--- src/rtl/conv3_3_ctrl.sv ---
// Control and line buffering for an external 3x3 convolution datapath.
// Loads nine filter bytes, streams a raster image, and returns one result per valid window.
module conv3_3_ctrl #(
  parameter int IMG_W = 8,
  parameter int IMG_H = 8
) (
  input  logic        clk,
  input  logic        rst_n,
  input  logic        start,
  output logic        busy,
  output logic        done,
  input  logic        filt_valid,
  output logic        filt_ready,
  input  logic [7:0]  filt_data,
  input  logic        pix_valid,
  output logic        pix_ready,
  input  logic [7:0]  pix_data,
  output logic [71:0] conv_filter,
  output logic [71:0] conv_window,
  input  logic [15:0] conv_res,
  output logic        res_valid,
  input  logic        res_ready,
  output logic [15:0] res_data,
  output logic        res_last,
  output logic [2:0]  dbg_state
);

  localparam int CW = $clog2(IMG_W);
  localparam int RW = $clog2(IMG_H);
  localparam logic [CW-1:0] COL_LAST = CW'(IMG_W - 1);
  localparam logic [RW-1:0] ROW_LAST = RW'(IMG_H - 1);

  typedef enum logic [2:0] {
    S_IDLE   = 3'd0,
    S_LOAD   = 3'd1,
    S_STREAM = 3'd2,
    S_FLUSH  = 3'd3,
    S_DONE   = 3'd4
  } state_t;

  state_t state, state_nxt;

  logic [3:0]    fcnt;
  logic [CW-1:0] col;
  logic [RW-1:0] row;
  logic          pend, pend_last;
  logic [7:0]    lb_top [IMG_W];
  logic [7:0]    lb_mid [IMG_W];

  logic filt_acc, pix_acc, res_hs, last_pix, win_ok;

  // All streams use valid/ready: a transfer happens on a rising edge where both are high;
  // a source holds valid and data stable until that transfer.
  assign filt_acc  = filt_valid && filt_ready;
  assign pix_acc   = pix_valid && pix_ready;
  assign res_hs    = res_valid && res_ready;
  assign last_pix  = (row == ROW_LAST) && (col == COL_LAST);
  assign win_ok    = (row >= RW'(2)) && (col >= CW'(2));
  assign pix_ready = (state == S_STREAM) && !pend && (!res_valid || res_ready);
  assign dbg_state = state;

  always_ff @(posedge clk or negedge rst_n) begin
    if (!rst_n) state <= S_IDLE;
    else        state <= state_nxt;
  end

  always_comb begin
    state_nxt  = state;
    busy       = 1'b1;
    done       = 1'b0;
    filt_ready = 1'b0;
    case (state)
      S_IDLE: begin
        busy = 1'b0;
        if (start) state_nxt = S_LOAD;
      end
      S_LOAD: begin
        filt_ready = 1'b1;
        if (filt_valid && fcnt == 4'd8) state_nxt = S_STREAM;
      end
      S_STREAM: if (pix_acc && last_pix) state_nxt = S_FLUSH;
      S_FLUSH:  if (res_hs && res_last) state_nxt = S_DONE;
      S_DONE: begin
        done      = 1'b1;
        state_nxt = S_IDLE;
      end
      default: state_nxt = S_IDLE;
    endcase
  end

  always_ff @(posedge clk or negedge rst_n) begin
    if (!rst_n) begin
      fcnt        <= '0;
      conv_filter <= '0;
      conv_window <= '0;
      col         <= '0;
      row         <= '0;
      pend        <= 1'b0;
      pend_last   <= 1'b0;
      res_valid   <= 1'b0;
      res_data    <= '0;
      res_last    <= 1'b0;
    end else begin
      if (state == S_IDLE && start) fcnt <= '0;
      // Shifting in from the bottom leaves byte 0 in the top byte after nine loads.
      if (filt_acc) begin
        conv_filter <= {conv_filter[63:0], filt_data};
        fcnt        <= fcnt + 4'd1;
        if (fcnt == 4'd8) begin
          col <= '0;
          row <= '0;
        end
      end
      if (pix_acc) begin
        conv_window <= {conv_window[63:48], lb_top[col],
                        conv_window[39:24], lb_mid[col],
                        conv_window[15:0],  pix_data};
        if (col == COL_LAST) begin
          col <= '0;
          row <= row + RW'(1);
        end else begin
          col <= col + CW'(1);
        end
        if (win_ok) begin
          pend      <= 1'b1;
          pend_last <= last_pix;
        end
      end
      // pix_ready guarantees res_valid is low or being consumed whenever pend is set.
      if (pend) begin
        pend      <= 1'b0;
        res_valid <= 1'b1;
        res_data  <= conv_res;
        res_last  <= pend_last;
      end else if (res_hs) begin
        res_valid <= 1'b0;
        res_last  <= 1'b0;
      end
    end
  end

  // Line buffers are gated by the row counter, so they need no reset.
  always_ff @(posedge clk) begin
    if (pix_acc) begin
      lb_top[col] <= lb_mid[col];
      lb_mid[col] <= pix_data;
    end
  end

endmodule

--- config.mk ---
export PLATFORM = sky130hd
export DESIGN_NAME = conv3_3_ctrl
export DESIGN_NICKNAME = d
export VERILOG_FILES = /design/src/rtl/conv3_3_ctrl.sv
export SDC_FILE = /design/constraint.sdc
export NUM_CORES = 1
export LEC_CHECK = 0
export ABC_AREA = 1
export CORE_MARGIN = 2
export CORE_UTILIZATION = 48
export DETAILED_ROUTE_END_ITERATION = 7
export PLACE_DENSITY = 0.78
export SYNTH_ARGS = -nofsm -noshare
export SYNTH_HDL_FRONTEND = slang
export SYNTH_SLANG_ARGS = --single-unit
--- constraint.sdc ---
create_clock -name clk -period 3.2 [get_ports clk]
set_clock_uncertainty 0.2 [all_clocks]
set_input_delay 0.64 -clock clk [delete_from_list [all_inputs] [get_ports clk]]
set_output_delay 0.64 -clock clk [all_outputs]
set_load 0.01 [all_outputs]
# --- Yosys cells after proc, flatten, opt, wreduce, memory -nomap -nowiden ---
# Memory sizes are Yosys's and may differ from the RTL's. A register that Yosys moved wholly into a read port is not among the register bits.
# Index checks and enable logic that the tools add are counted.
# W data, S select, Z words.
word_totals:
  mem_count: 2
  word_cells: 78
  register_bits: 177
  out_inout_bits: 169
  mem_bits_rw: 128
classes:
  magnitude_cmp: 2
  addsub: 3
  reduce_logical: 23
  muxes: 26
  eq_ne: 11
memory_table:
  columns: ["name", "depth", "word_bits", "rd", "rd_ports_with_merged_regs", "write_ports", "line_no", "source"]
  rows:
  - ["lb_mid", 8, 8, 1, 0, 1, "48", "logic [7:0] lb_mid [IMG_W];"]
  - ["lb_top", 8, 8, 1, 1, 1, "47", "logic [7:0] lb_top [IMG_W];"]
ops:
  columns: ["cell", "n"]
  rows:
  - ["$mux W3", 12]
  - ["$pmux W3 S4", 1]
  - ["$logic_and A1 B1 Y1", 11]
  - ["$mux W1", 11]
  - ["$eq A3 B3 Y1 const B", 3]
  - ["$mux W4", 2]
  - ["$reduce_bool A2 Y1", 4]
  - ["$add A3 B1 Y3 const B", 2]
  - ["$eq A3 B2 Y1 const B", 2]
  - ["$ge A3 B2 Y1 const B", 2]
  - ["$ne A2 B2 Y1 const B", 3]
  - ["$add A4 B1 Y4 const B", 1]
  - ["$eq A4 B4 Y1 const B", 1]
  - ["$reduce_and A2 Y1", 2]
  - ["$reduce_and A4 Y1", 1]
  - ["$eq A3 B1 Y1 const B", 1]
  - ["$logic_not A1 Y1", 3]
  - ["$logic_not A3 Y1", 1]
  - ["$ne A2 B1 Y1 const B", 1]
  - ["$logic_or A1 B1 Y1", 1]

# --- Depth between registers and ports, before layout ---
logic_depth:
  depth_word: 7
  depth_mapped: 11

# --- Worst setup path before layout ---
# No wires, ideal clock.
synth_timing:
  path_kind: "in2reg"
  from: "input res_ready"
  to: "memory lb_mid[2][0], enable pin"
  setup_slack_ns: -0.170
  path_stages: 7
  t_arrival_ns: 2.740
  setup_time_ns: 0.430
  t_required_ns: 2.570
  n_path_buf: 1
  path_cell_list: "inv_1 > nand2_1 > nand2_2 > nor2_4 > nand2_2 > buf_2 > nor4_1"
synth_between:
  elab_chain_len: 5
synth_lines:
  columns: ["element", "line_no", "source"]
  rows:
  - ["start, declared", "22", "input logic res_ready,"]
  - ["$logic_or A1 B1 Y1", "59", "assign pix_ready = (state == S_STREAM) && !pend && (!res_valid || res_ready);"]
  - ["$logic_and A1 B1 Y1", "59", null]
  - ["net pix_ready", "16", "output logic pix_ready,"]
  - ["$logic_and A1 B1 Y1", "55", "assign pix_acc = pix_valid && pix_ready;"]
  - ["$mux W1", "144", "if (pix_acc) begin"]
  - ["$mux W1 (not written as such)", "146", "lb_mid[col] <= pix_data;"]
  - ["end, declared", "48", null]
# The timed path passes the listed nets, and every way through them passes these cells.

# --- Final worst setup path ---
layout_timing:
  from: "register pend"
  to: "output pix_ready"
layout_between:
  elab_chain_len: 3
layout_lines:
  columns: ["element", "line_no", "source"]
  rows:
  - ["start, declared", "46", "logic pend, pend_last;"]
  - ["start signal, assigned", "98", "pend <= 1'b0;"]
  - ["start signal, assigned", "125", "pend <= 1'b1;"]
  - ["start signal, assigned", "131", "pend <= 1'b0;"]
  - ["$logic_not A1 Y1", "59", null]
  - ["$logic_and A1 B1 Y1 (2 in a row)", "59", null]
  - ["end, declared", "16", null]
# No other way between the ends.

==> results.tsv <==
stage	metric	value	unit
logic_synthesis	Seq/Total Area, Yosys	0.676	
logic_synthesis	Post-Syn Area	12200	µm²
setup_path	Crit. End Element	output pin	
logic_synthesis	syn_area_per_cell	9.84	µm²
setup_path	Worst path top cell family by delay	buffers and inverters	
die	IO Pins	207	
run	max_cap viols	0	
timing	Final Hold Viols	0	
layout	diodes inserted	0	
grt	total gr overflow	0	
drt	vias	9175	
logic_synthesis	syn nets	1290	
timing	worst setup margin	251	ps
grt	GRT Total Usage	0.215	
place	dpl hpwl	18.6	mm
layout	area grow syn2layout	28.7	%
drt	DR WL/cell	15.9	µm
die	Initial Util	0.487	
timing	Period Utilization, post-route	0.922	
die	area of the core	25100	µm²
setup_path	Worst R2R Setup Slack	780	ps
place	Port Buffer Count	206	
clock_tree	Num CTS Buffers	31	
drt	routed wire length	28.7	mm
drt	drt drc	0	
logic_synthesis	synth unique cells	26	
pwr	leakage	0.00729	µW
setup_path	Buf+Inv Stages, Crit Path	2	
timing	Slew Limit Fails	0	
pwr	Power Density	1010	nW/µm²
timing	worst-margin pin slew	728	ps
min_path	Hold Path Class	register to register	
min_path	Hold EP	res_data[6]	
setup_path	slowest cell delay on critical path	560	ps
logic_synthesis	synthesis-stage register bit count	305	
clock_tree	Clock Latency Late Sink	550	ps
clock_tree	CTS HTree Levels	1	
setup_path	FF-to-FF End	lb_top[5][5]	
logic_synthesis	Cells after Synth	1244	
die	die height	164	µm
layout	nets	1493	
timing	RSZ-0062 raised after global routing	no	
min_path	HP Start	res_data[6]	
min_path	hold path depth	2	
logic_synthesis	Yosys warning count	0	
clock_tree	Worst-path clk slew	60	ps
place	GPL Wtd Cong	0.823	
drt	Initial DRC Count	927	
drt	Routed Antenna Nets	0	
grt	pin count of the biggest net entering global routing	71	
grt	vias in the first global route	9097	
setup_path	crit-path cells	inv_4, nand2_2, nor2_4, clkdlybuf4s50_1	
setup_path	CP max-delay cell	clkdlybuf4s50_1	
die	Cell Rows	58	
die	Die X-Extent	164	µm
clock_tree	CTS Buffer Depth	3	
clock_tree	setup bufs post-CTS	0	
setup_path	peak fanout along the critical path	19	
place	DP Worst Slack	332	ps
pwr	Worst VDD drop	0.000617	V
setup_path	arrival time worst endpoint	2110	ps
timing	Max-slew headroom	0.515	
clock_tree	CTS tree	done	
clock_tree	clock sink count	305	
setup_path	data required time at the worst endpoint	2360	ps
grt	initial antenna violation count	0	
die	die area	26800	µm²
setup_path	R2R cell count	5	
drt	via/cell ratio	5.09	
layout	share of post-route cells with drive strength above 1	0.0713	
run_status	status	complete, no violations	
drt	Initial DRT Pass Iterations	5	
clock_tree	root buffer cell	clkbuf_16	
layout	final core occ	0.627	
timing	Final setup viols	0	
setup_path	worst r2r src	col[1]	
setup_path	critical path type	register to output pin	
grt	first-pass GRT wire length	45.9	mm
timing	Fmax	0.339	GHz
setup_path	Worst Setup Start Kind	register	
timing	TNS Setup	0	ps
timing	Period minus WS final	2950	ps
sequential cells by signal, indices dropped and copies added (netlist names):
signal       cells
col              3
conv_filter     72
conv_window     72
dbg_state        3
fcnt             4
lb_mid          64
lb_top          64
pend             1
pend_last        1
res_data        16
res_last         1
res_valid        1
row              3
area by class of cell:
class                      instances  area, µm²
tap                              330        413
clock buffer                      39        857
clock inverter                    19        200
fill                            1919       9360
inverter                          31        119
sequential                       305       8280
multi-input combinational        840       3520
timing repair buffer             238       2370
worst max path at each step:
stage | startpoint | end | slack (ps) | depth (start not counted)
floorplan | res_ready | lb_mid[2][0] | -170 | 7
global placement | res_ready | pix_ready | 340 | 6
detailed placement | res_ready | pix_ready | 330 | 6
CTS | pend | pix_ready | 90 | 4
global route | pend | pix_ready | 140 | 4
finish | pend | pix_ready | 250 | 4
tightest hold or removal path, cell delays in order, from the launching register on:
cell and delay [ps]:
dfrtp_1 350, nand2_1 50, nand2_1 40
metrics by stage:
step | cell area [µm²] | power, µW | instances | hold slack [ps]
floorplan | 12200 | 9180 | 1244 | 144
global placement | 14700 | 12100 | 1743 | 255
detailed placement | 14700 | 12200 | 1743 | 262
CTS | 15800 | 16000 | 1802 | 278
global route | 15800 | 16800 | 1802 | 296
finish | 15800 | 15900 | 1802 | 278
cell usage in the layout, fill, tap and decap left out, drive strengths merged:
| master | synthesis | routed |
|---|---|---|
| nor2 | 29 | 29 |
| nor3 | 3 | 3 |
| dlygate4sd3 | 0 | 1 |
| bufinv | 0 | 4 |
| buf | 49 | 32 |
| xnor2 | 1 | 1 |
| dfrtp | 177 | 177 |
| inv | 31 | 33 |
| clkbuf | 19 | 39 |
| clkdlybuf4s50 | 0 | 205 |
| nor4 | 7 | 7 |
| xor2 | 1 | 1 |
| nand3 | 33 | 33 |
| o21ai | 29 | 29 |
| clkinv | 0 | 12 |
| clkinvlp | 0 | 1 |
| o22ai | 3 | 3 |
| edfxtp | 128 | 128 |
| nand4 | 37 | 37 |
| nand2 | 689 | 689 |
| ha | 8 | 8 |
metal layers:
| layer | routed length (µm) | GRT usage |
|---|---|---|
| met5 | 0 | 0 |
| met4 | 1200 | 0.0913 |
| met3 | 1630 | 0.0396 |
| met2 | 14200 | 0.360 |
| met1 | 11700 | 0.275 |
cells by family (layout without fill, tap and decap cells):
group,count (synthesis),in the layout,share of synthesized area
buf+inv,99,327,0.0407
xor+xnor,2,2,0.00143
compound gates,32,32,0.0134
fa+ha+maj,8,8,0.00818
simple gates,798,798,0.260
flops,305,305,0.676
timing repair:
item,4_1_cts,5_1_grt
endpoints found under the setup margin,0,1
hold endpoints to repair,59,0
gates resized for setup,0,1
hold buffers,1,0
cell usage after synthesis:
cell type	number	area, µm²
nor3_2	2	20.0
clkbuf_1	19	71.3
xor2_1	1	8.76
nand3_1	33	165
nand2_2	4	25.0
nor3_1	1	5.00
inv_1	26	97.6
nor2_2	3	18.8
buf_4	6	45.0
edfxtp_1	128	3840
buf_1	2	7.51
nor2_1	25	93.8
o22ai_1	3	18.8
inv_2	4	15.0
inv_4	1	6.26
nand4_1	37	231
ha_1	8	100
nor4_1	7	43.8
o21ai_0	24	120
nand2_1	685	2570
buf_6	8	90.1
dfrtp_1	177	4430
o21ai_1	5	25.0
nor2_4	1	11.3
buf_2	33	165
xnor2_1	1	8.76
report_power, final:
part	leakage [µW]	switching, µW	internal [µW]
clock	0.000521	1470	2210
sequential	0.00346	809	5370
combinational	0.00331	3420	2590
total	0.00729	5700	10200
Power figures use the tool's default switching activity.
